==> src/rtl/fb_pkg.sv <==
// Shared frame-store geometry, buffer index type and default addresses.
package fb_pkg;

    localparam int unsigned FRAME_W         = 320;
    localparam int unsigned FRAME_H         = 240;
    localparam int unsigned BYTES_PER_PIXEL = 2;

    localparam int unsigned FRAME_PIXELS = FRAME_W * FRAME_H;
    localparam logic [31:0] FRAME_STRIDE = 32'(FRAME_PIXELS * BYTES_PER_PIXEL);
    localparam logic [31:0] BASE_ADDR    = 32'h1000_0000;

    // Counter must hold FRAME_PIXELS+1 so a long frame is distinguishable from an exact one.
    localparam int unsigned CNT_W = $clog2(FRAME_PIXELS + 2);

    typedef logic [1:0] buf_idx_t;

    localparam buf_idx_t RST_W_IDX = 2'd0;
    localparam buf_idx_t RST_P_IDX = 2'd1;
    localparam buf_idx_t RST_R_IDX = 2'd2;

endpackage

==> src/rtl/frame_pixel_counter.sv <==
// Saturating per-frame pixel counter with an exact-length match flag.
// count_ok looks at the count including a pixel arriving this cycle,
// so the pixel coincident with the frame boundary belongs to the closing frame.
module frame_pixel_counter #(
    parameter int unsigned FRAME_PIXELS = fb_pkg::FRAME_PIXELS,
    parameter int unsigned CNT_W        = fb_pkg::CNT_W
) (
    input  logic clk,
    input  logic rst,
    input  logic en,
    input  logic inc,
    input  logic clear,
    output logic count_ok
);

    localparam logic [CNT_W-1:0] CNT_SAT    = CNT_W'(FRAME_PIXELS + 1);
    localparam logic [CNT_W-1:0] CNT_TARGET = CNT_W'(FRAME_PIXELS);

    logic [CNT_W-1:0] count_q;
    logic [CNT_W-1:0] count_inc;

    // Count including the current pixel, held at the saturation value.
    always_comb begin
        count_inc = count_q;
        if (en && inc && (count_q != CNT_SAT)) begin
            count_inc = count_q + CNT_W'(1);
        end
    end

    assign count_ok = (count_inc == CNT_TARGET);

    // Clear on frame boundary, otherwise accumulate.
    always_ff @(posedge clk) begin
        if (rst) begin
            count_q <= '0;
        end else if (clear) begin
            count_q <= '0;
        end else begin
            count_q <= count_inc;
        end
    end

endmodule

==> src/rtl/frame_buffer_scheduler.sv <==
// Triple-buffer scheduler: writer, pending and reader buffer roles rotate so the
// reader always gets the newest complete frame and never a torn one.
module frame_buffer_scheduler #(
    parameter logic [31:0] BASE_ADDR    = fb_pkg::BASE_ADDR,
    parameter logic [31:0] FRAME_STRIDE = fb_pkg::FRAME_STRIDE,
    parameter int unsigned FRAME_PIXELS = fb_pkg::FRAME_PIXELS,
    parameter int unsigned CNT_W        = fb_pkg::CNT_W
) (
    input  logic        clk,
    input  logic        rst,
    input  logic        enable,
    input  logic        frame_done,
    input  logic        pixel_valid,
    input  logic        rd_frame_start,
    output logic [31:0] wr_base_addr,
    output logic [31:0] rd_base_addr,
    output logic [1:0]  wr_buf_idx,
    output logic [1:0]  rd_buf_idx,
    output logic        rd_valid,
    output logic [15:0] frames_ok,
    output logic [15:0] frames_dropped
);

    import fb_pkg::*;

    localparam logic [31:0] ADDR0 = BASE_ADDR;
    localparam logic [31:0] ADDR1 = BASE_ADDR + FRAME_STRIDE;
    localparam logic [31:0] ADDR2 = ADDR1 + FRAME_STRIDE;

    // Constant address select; index 3 never occurs.
    function automatic logic [31:0] addr_of(input buf_idx_t idx);
        case (idx)
            2'd0:    addr_of = ADDR0;
            2'd1:    addr_of = ADDR1;
            default: addr_of = ADDR2;
        endcase
    endfunction

    logic        fd_q;
    logic        fb_c;
    logic        rd_req_c;
    logic        count_ok_c;

    buf_idx_t    w_q, p_q, r_q;
    buf_idx_t    w_n, p_n, r_n;
    logic        pend_q, pend_n;
    logic        rd_valid_q, rd_valid_n;
    logic [15:0] ok_q, ok_n;
    logic [15:0] drop_q, drop_n;
    logic [31:0] wr_addr_q, wr_addr_n;
    logic [31:0] rd_addr_q, rd_addr_n;

    assign fb_c     = enable & frame_done & ~fd_q;
    assign rd_req_c = enable & rd_frame_start;

    frame_pixel_counter #(
        .FRAME_PIXELS (FRAME_PIXELS),
        .CNT_W        (CNT_W)
    ) u_pixel_counter (
        .clk      (clk),
        .rst      (rst),
        .en       (enable),
        .inc      (pixel_valid),
        .clear    (fb_c),
        .count_ok (count_ok_c)
    );

    // Frame-sync edge detector; samples regardless of enable.
    always_ff @(posedge clk) begin
        if (rst) begin
            fd_q <= 1'b0;
        end else begin
            fd_q <= frame_done;
        end
    end

    // Role rotation: writer commit first, then reader pickup of whatever is pending.
    always_comb begin
        w_n        = w_q;
        p_n        = p_q;
        r_n        = r_q;
        pend_n     = pend_q;
        rd_valid_n = rd_valid_q;
        ok_n       = ok_q;
        drop_n     = drop_q;

        if (fb_c && count_ok_c) begin
            w_n    = p_q;
            p_n    = w_q;
            pend_n = 1'b1;
            ok_n   = ok_q + 16'd1;
        end else if (fb_c) begin
            drop_n = drop_q + 16'd1;
        end

        if (rd_req_c && pend_n) begin
            r_n        = p_n;
            p_n        = r_q;
            pend_n     = 1'b0;
            rd_valid_n = 1'b1;
        end

        wr_addr_n = addr_of(w_n);
        rd_addr_n = addr_of(r_n);
    end

    // Scheduler state and registered outputs.
    always_ff @(posedge clk) begin
        if (rst) begin
            w_q        <= RST_W_IDX;
            p_q        <= RST_P_IDX;
            r_q        <= RST_R_IDX;
            pend_q     <= 1'b0;
            rd_valid_q <= 1'b0;
            ok_q       <= '0;
            drop_q     <= '0;
            wr_addr_q  <= ADDR0;
            rd_addr_q  <= ADDR2;
        end else begin
            w_q        <= w_n;
            p_q        <= p_n;
            r_q        <= r_n;
            pend_q     <= pend_n;
            rd_valid_q <= rd_valid_n;
            ok_q       <= ok_n;
            drop_q     <= drop_n;
            wr_addr_q  <= wr_addr_n;
            rd_addr_q  <= rd_addr_n;
        end
    end

    assign wr_buf_idx     = w_q;
    assign rd_buf_idx     = r_q;
    assign rd_valid       = rd_valid_q;
    assign frames_ok      = ok_q;
    assign frames_dropped = drop_q;
    assign wr_base_addr   = wr_addr_q;
    assign rd_base_addr   = rd_addr_q;

endmodule

==> config.mk <==
export PLATFORM = sky130hd
export DESIGN_NAME = frame_buffer_scheduler
export DESIGN_NICKNAME = d
export VERILOG_FILES = /design/src/rtl/fb_pkg.sv /design/src/rtl/frame_pixel_counter.sv /design/src/rtl/frame_buffer_scheduler.sv
export SDC_FILE = /design/constraint.sdc
export NUM_CORES = 1
export LEC_CHECK = 0
export BUFFER_PORTS_ARGS = -buffer_cell sky130_fd_sc_hd__buf_2
export CAP_MARGIN = 30
export CORE_ASPECT_RATIO = 1.5
export CORE_MARGIN = 2
export CORE_UTILIZATION = 25
export DETAILED_ROUTE_END_ITERATION = 8
export GPL_ROUTABILITY_DRIVEN = 0
export PLACE_DENSITY_LB_ADDON = 0.15
export SETUP_SLACK_MARGIN = 0.05
export SLEW_MARGIN = 0
export SYNTH_ARGS = -nofsm -noshare
export SYNTH_HDL_FRONTEND = slang
export SYNTH_SLANG_ARGS = --single-unit
==> constraint.sdc <==
create_clock -name clk -period 7.9 [get_ports clk]
set_input_delay 0.395 -clock clk [delete_from_list [all_inputs] [get_ports clk]]
set_output_delay 0.395 -clock clk [all_outputs]
set_load 0.01 [all_outputs]
==> flow_summary_export.csv <==
group,metric,value,unit
hold_path,min_path_type,"in -> reg",
setup_path,setup.worst_path.end_class,"flop",
layout,nNetsFinal,475,
synth,yosysUniqueCellTypes,54,
synth,yosysTopAreaCell,"dfxtp_1",
route,detailroute.via_count,2995,
sta,sum_of_negative_setup_slack,0,ns
layout,final_layout_size_suffix_gt1_frac,0.181,
sta,final_max_slew_viol_count,0,
global_routing,grt_usage,0.119,
layout,areaGrowthSynthToFinish,13.9,%
cts,postCtsSetupRepairBufs,0,
job,cap_viol_max_count,0,
die,floorplan.die.height,150,µm
setup_path,timing.setup.critical_path_class,"reg -> reg",
cts,h-tree-depth,3,
route,routed_via_density,4.53,
synth,yosysMostFrequentCell,"dfxtp_1",
synth,synth-edff-count,0,
sta,rsz0062_at_grt,"no",
setup_path,cp_slowest_cell,"or4_1",
synth,async_flop_share,0,
hold_path,min_from,"frame_done",
synth,syn-cell-area,3570,µm²
cts,cts_root_buffer,"clkbuf_16",
placement,post-place-cells,646,
sta,achievable_frequency,251,MHz
setup_path,timing.rr.start,"u_pixel_counter.count_q[0]",
sta,setup_violations,0,
die,placementRows,53,
cts,tritoncts.num_buffers,9,
placement,dp_hpwl,6450,µm
sta,period_share,0.504,
status,run_status,"finished, final reports clean",
route,route.detailed.drc,0,
pwr,p_int,603,µW
global_routing,grt_antenna_before_repair,0,
pwr,switching_power,165,µW
synth,ys_seq_area_frac,0.354,
pwr,seq_power_share,0.419,
sta,worst_pin_slew,0.942,ns
global_routing,grt_max_degree,49,
global_routing,grt-ovfl-total,0,
pwr,p_leak,1.53,nW
route,drt_pre_antenna_iters,4,
placement,place.port_buffers,56,
route,postRouteWirelength,8630,µm
pwr,power_density_relative_to_cell_area,189,nW/µm²
setup_path,arrival,4.17,ns
die,die_area,15300,µm²
synth,yosys_register_bits,63,
route,postRouteAntennaNets,0,
cts,clkSlewWorstSetupHoldPaths,0.05,ns
global_routing,grt_pass1_wl,14100,µm
pwr,clock_power_share,0.541,
synth,synth.top_cells.by_count,"dfxtp_1 (63), buf_4 (60), nor2_1 (40), nand2_1 (30), a21oi_1 (29)",
sta,timing.slew.headroom,0.372,
cts,postCtsResizedCells,0,
setup_path,worst-r2r-setup-slack,3.92,ns
sta,timing_hold_violations_final,0,
cts,clockBufferDepth,2,
cts,clock_tree_from_tritoncts,"yes",
setup_path,regToRegEndpoint,"rd_base_addr[12]",
global_routing,vias_in_the_first_global_route,2755,
hold_path,holdPathEnd,"fd_q",
setup_path,critical_path_peak_fanout,11,
cts,cts_hold_buf,0,
die,core_region_area,14000,µm²
setup_path,r2r_cells,9,
setup_path,timing.critical_path.required,8.10,ns
setup_path,crit_chain,"ha_1 -> nand2_1 -> or3_1 -> or4_1 -> a22oi_2 -> nand4_1 -> o21ai_1 -> a21boi_0 -> or4b_1",
sta,fin_worst_skew,0.00796,ns
die,num_io_pins,107,
route,first_iter_violations,154,
sta,hold-worst-slack,0.303,ns
synth,yosysWarnings,0,
pwr,ir_drop,86.3,µV
layout,antennaDiodeCount,0,
die,floorplan.initialDensity,0.255,
pwr,power_switching_share,0.215,
cts,clk_latency,0.33,ns
hold_path,whs_path_depth,2,
synth,synth_top_area_cells,"dfxtp_1 (35%), buf_4 (13%), xnor2_1 (4.9%)",
pwr,total_power,768,µW
sta,finalWorstPathRequiredPeriod,3.98,ns
cts,clock_sinks,63,
synth,synthFlopType,"dfxtp_1",
synth,syn_area_per_cell,8.39,µm²
layout,final_cell_count_no_fill,661,
setup_path,critical_path_max_stage_delay,0.55,ns
synth,synth.top_cell.area_share,0.354,
route,detail_route.wl_per_cell,13.1,µm
pwr,combinationalPowerShare,0.040,
setup_path,critical_path.startpoint_type,"flop",
synth,postSynthCellCount,425,
die,horizontal_die_dimension,102,µm
-- stage by stage --
stage                      util  setup WS [ns]  cell area, µm²
final                     0.290           3.92            4060
after global routing      0.290           3.58            4060
after CTS                 0.290           3.96            4060
after detailed placement  0.268           3.95            3740
after global placement    0.268           4.03            3740
after floorplan               -           4.81            3750
-- placed cells by master, fill, tap and decap left out, drive strengths merged, types with 7 or more instances in the layout --
cell type / synthesis / routed
clkbuf: 11 / 13
o21ai: 8 / 8
dfxtp: 63 / 63
a21oi: 30 / 30
xnor2: 20 / 20
inv: 8 / 8
buf: 64 / 56
nand3: 14 / 14
or4: 15 / 15
o31ai: 14 / 14
conb: 2 / 50
or3: 13 / 13
nor4: 8 / 8
nand4: 11 / 11
nor3: 7 / 7
nor2: 41 / 41
nand2: 31 / 31
-- kinds of logic after synthesis --
logic type / after synthesis / share of synthesized area
flip-flops: 63 / 0.354
buffers and inverters: 83 / 0.155
adder cells (fa/ha/maj): 4 / 0.0140
XOR/XNOR: 26 / 0.0638
other: 2 / 0.00211
AO/OA/AOI/OAI: 70 / 0.128
multiplexers: 7 / 0.0200
AND/OR/NAND/NOR: 170 / 0.263
-- worst max-delay path, delay by kind of cell, from the launching register on --
family          cells  cell delay (ns)
flops               1             0.45
simple gates        5             2.09
compound gates      3             1.02
fa+ha+maj           1             0.28
-- per-layer routing --
metal / global-route usage / routed length, µm / part of all wire
met1: 0.138 / 3570 / 0.41
met2: 0.204 / 4500 / 0.52
met4: 0.0547 / 177 / 0.021
met5: 0 / 0 / 0
met3: 0.0283 / 383 / 0.044
-- power groups by stage --
stage,sequential [mW],combinational [mW],clock (mW)
final,0.322,0.0308,0.415
after global routing,0.322,0.0355,0.445
after CTS,0.322,0.0310,0.432
after detailed placement,0.329,0.0310,0
after global placement,0.329,0.0307,0
after floorplan,0.329,0.0420,0
-- worst max path at each step --
| stage | from | endpoint | slack, ns | cells after the start |
|---|---|---|---|---|
| after global routing | u_pixel_counter.count_q[0] | rd_base_addr[12] | 3.58 | 9 |
| after global placement | enable | rd_base_addr[12] | 4.03 | 9 |
| after detailed placement | enable | rd_base_addr[12] | 3.95 | 9 |
| after floorplan | u_pixel_counter.count_q[0] | rd_base_addr[12] | 4.81 | 11 |
| after CTS | u_pixel_counter.count_q[0] | rd_base_addr[12] | 3.96 | 9 |
| final | u_pixel_counter.count_q[0] | rd_base_addr[12] | 3.92 | 9 |
-- cell type report --
type                    count  area [µm²]
multi-input cells         327        1930
inverters                   8        30.0
flip-flops and latches     63        1260
fillers                  1547        9930
well taps                 192         240
clock buffers              13         280
clock inverters             2        37.5
repair buffers             56         280
-- registers in the layout, summed over array words and instances, names as in the netlist --
name and flops:
rd_buf_idx 2, pend_q 1, rd_valid 1, wr_buf_idx 1, wr_base_addr 3, frames_dropped 16
rd_base_addr 3, fd_q 1, p_q 2, u_pixel_counter.count_q 17, frames_ok 16
No activity file was read; power rests on OpenSTA's default activity.
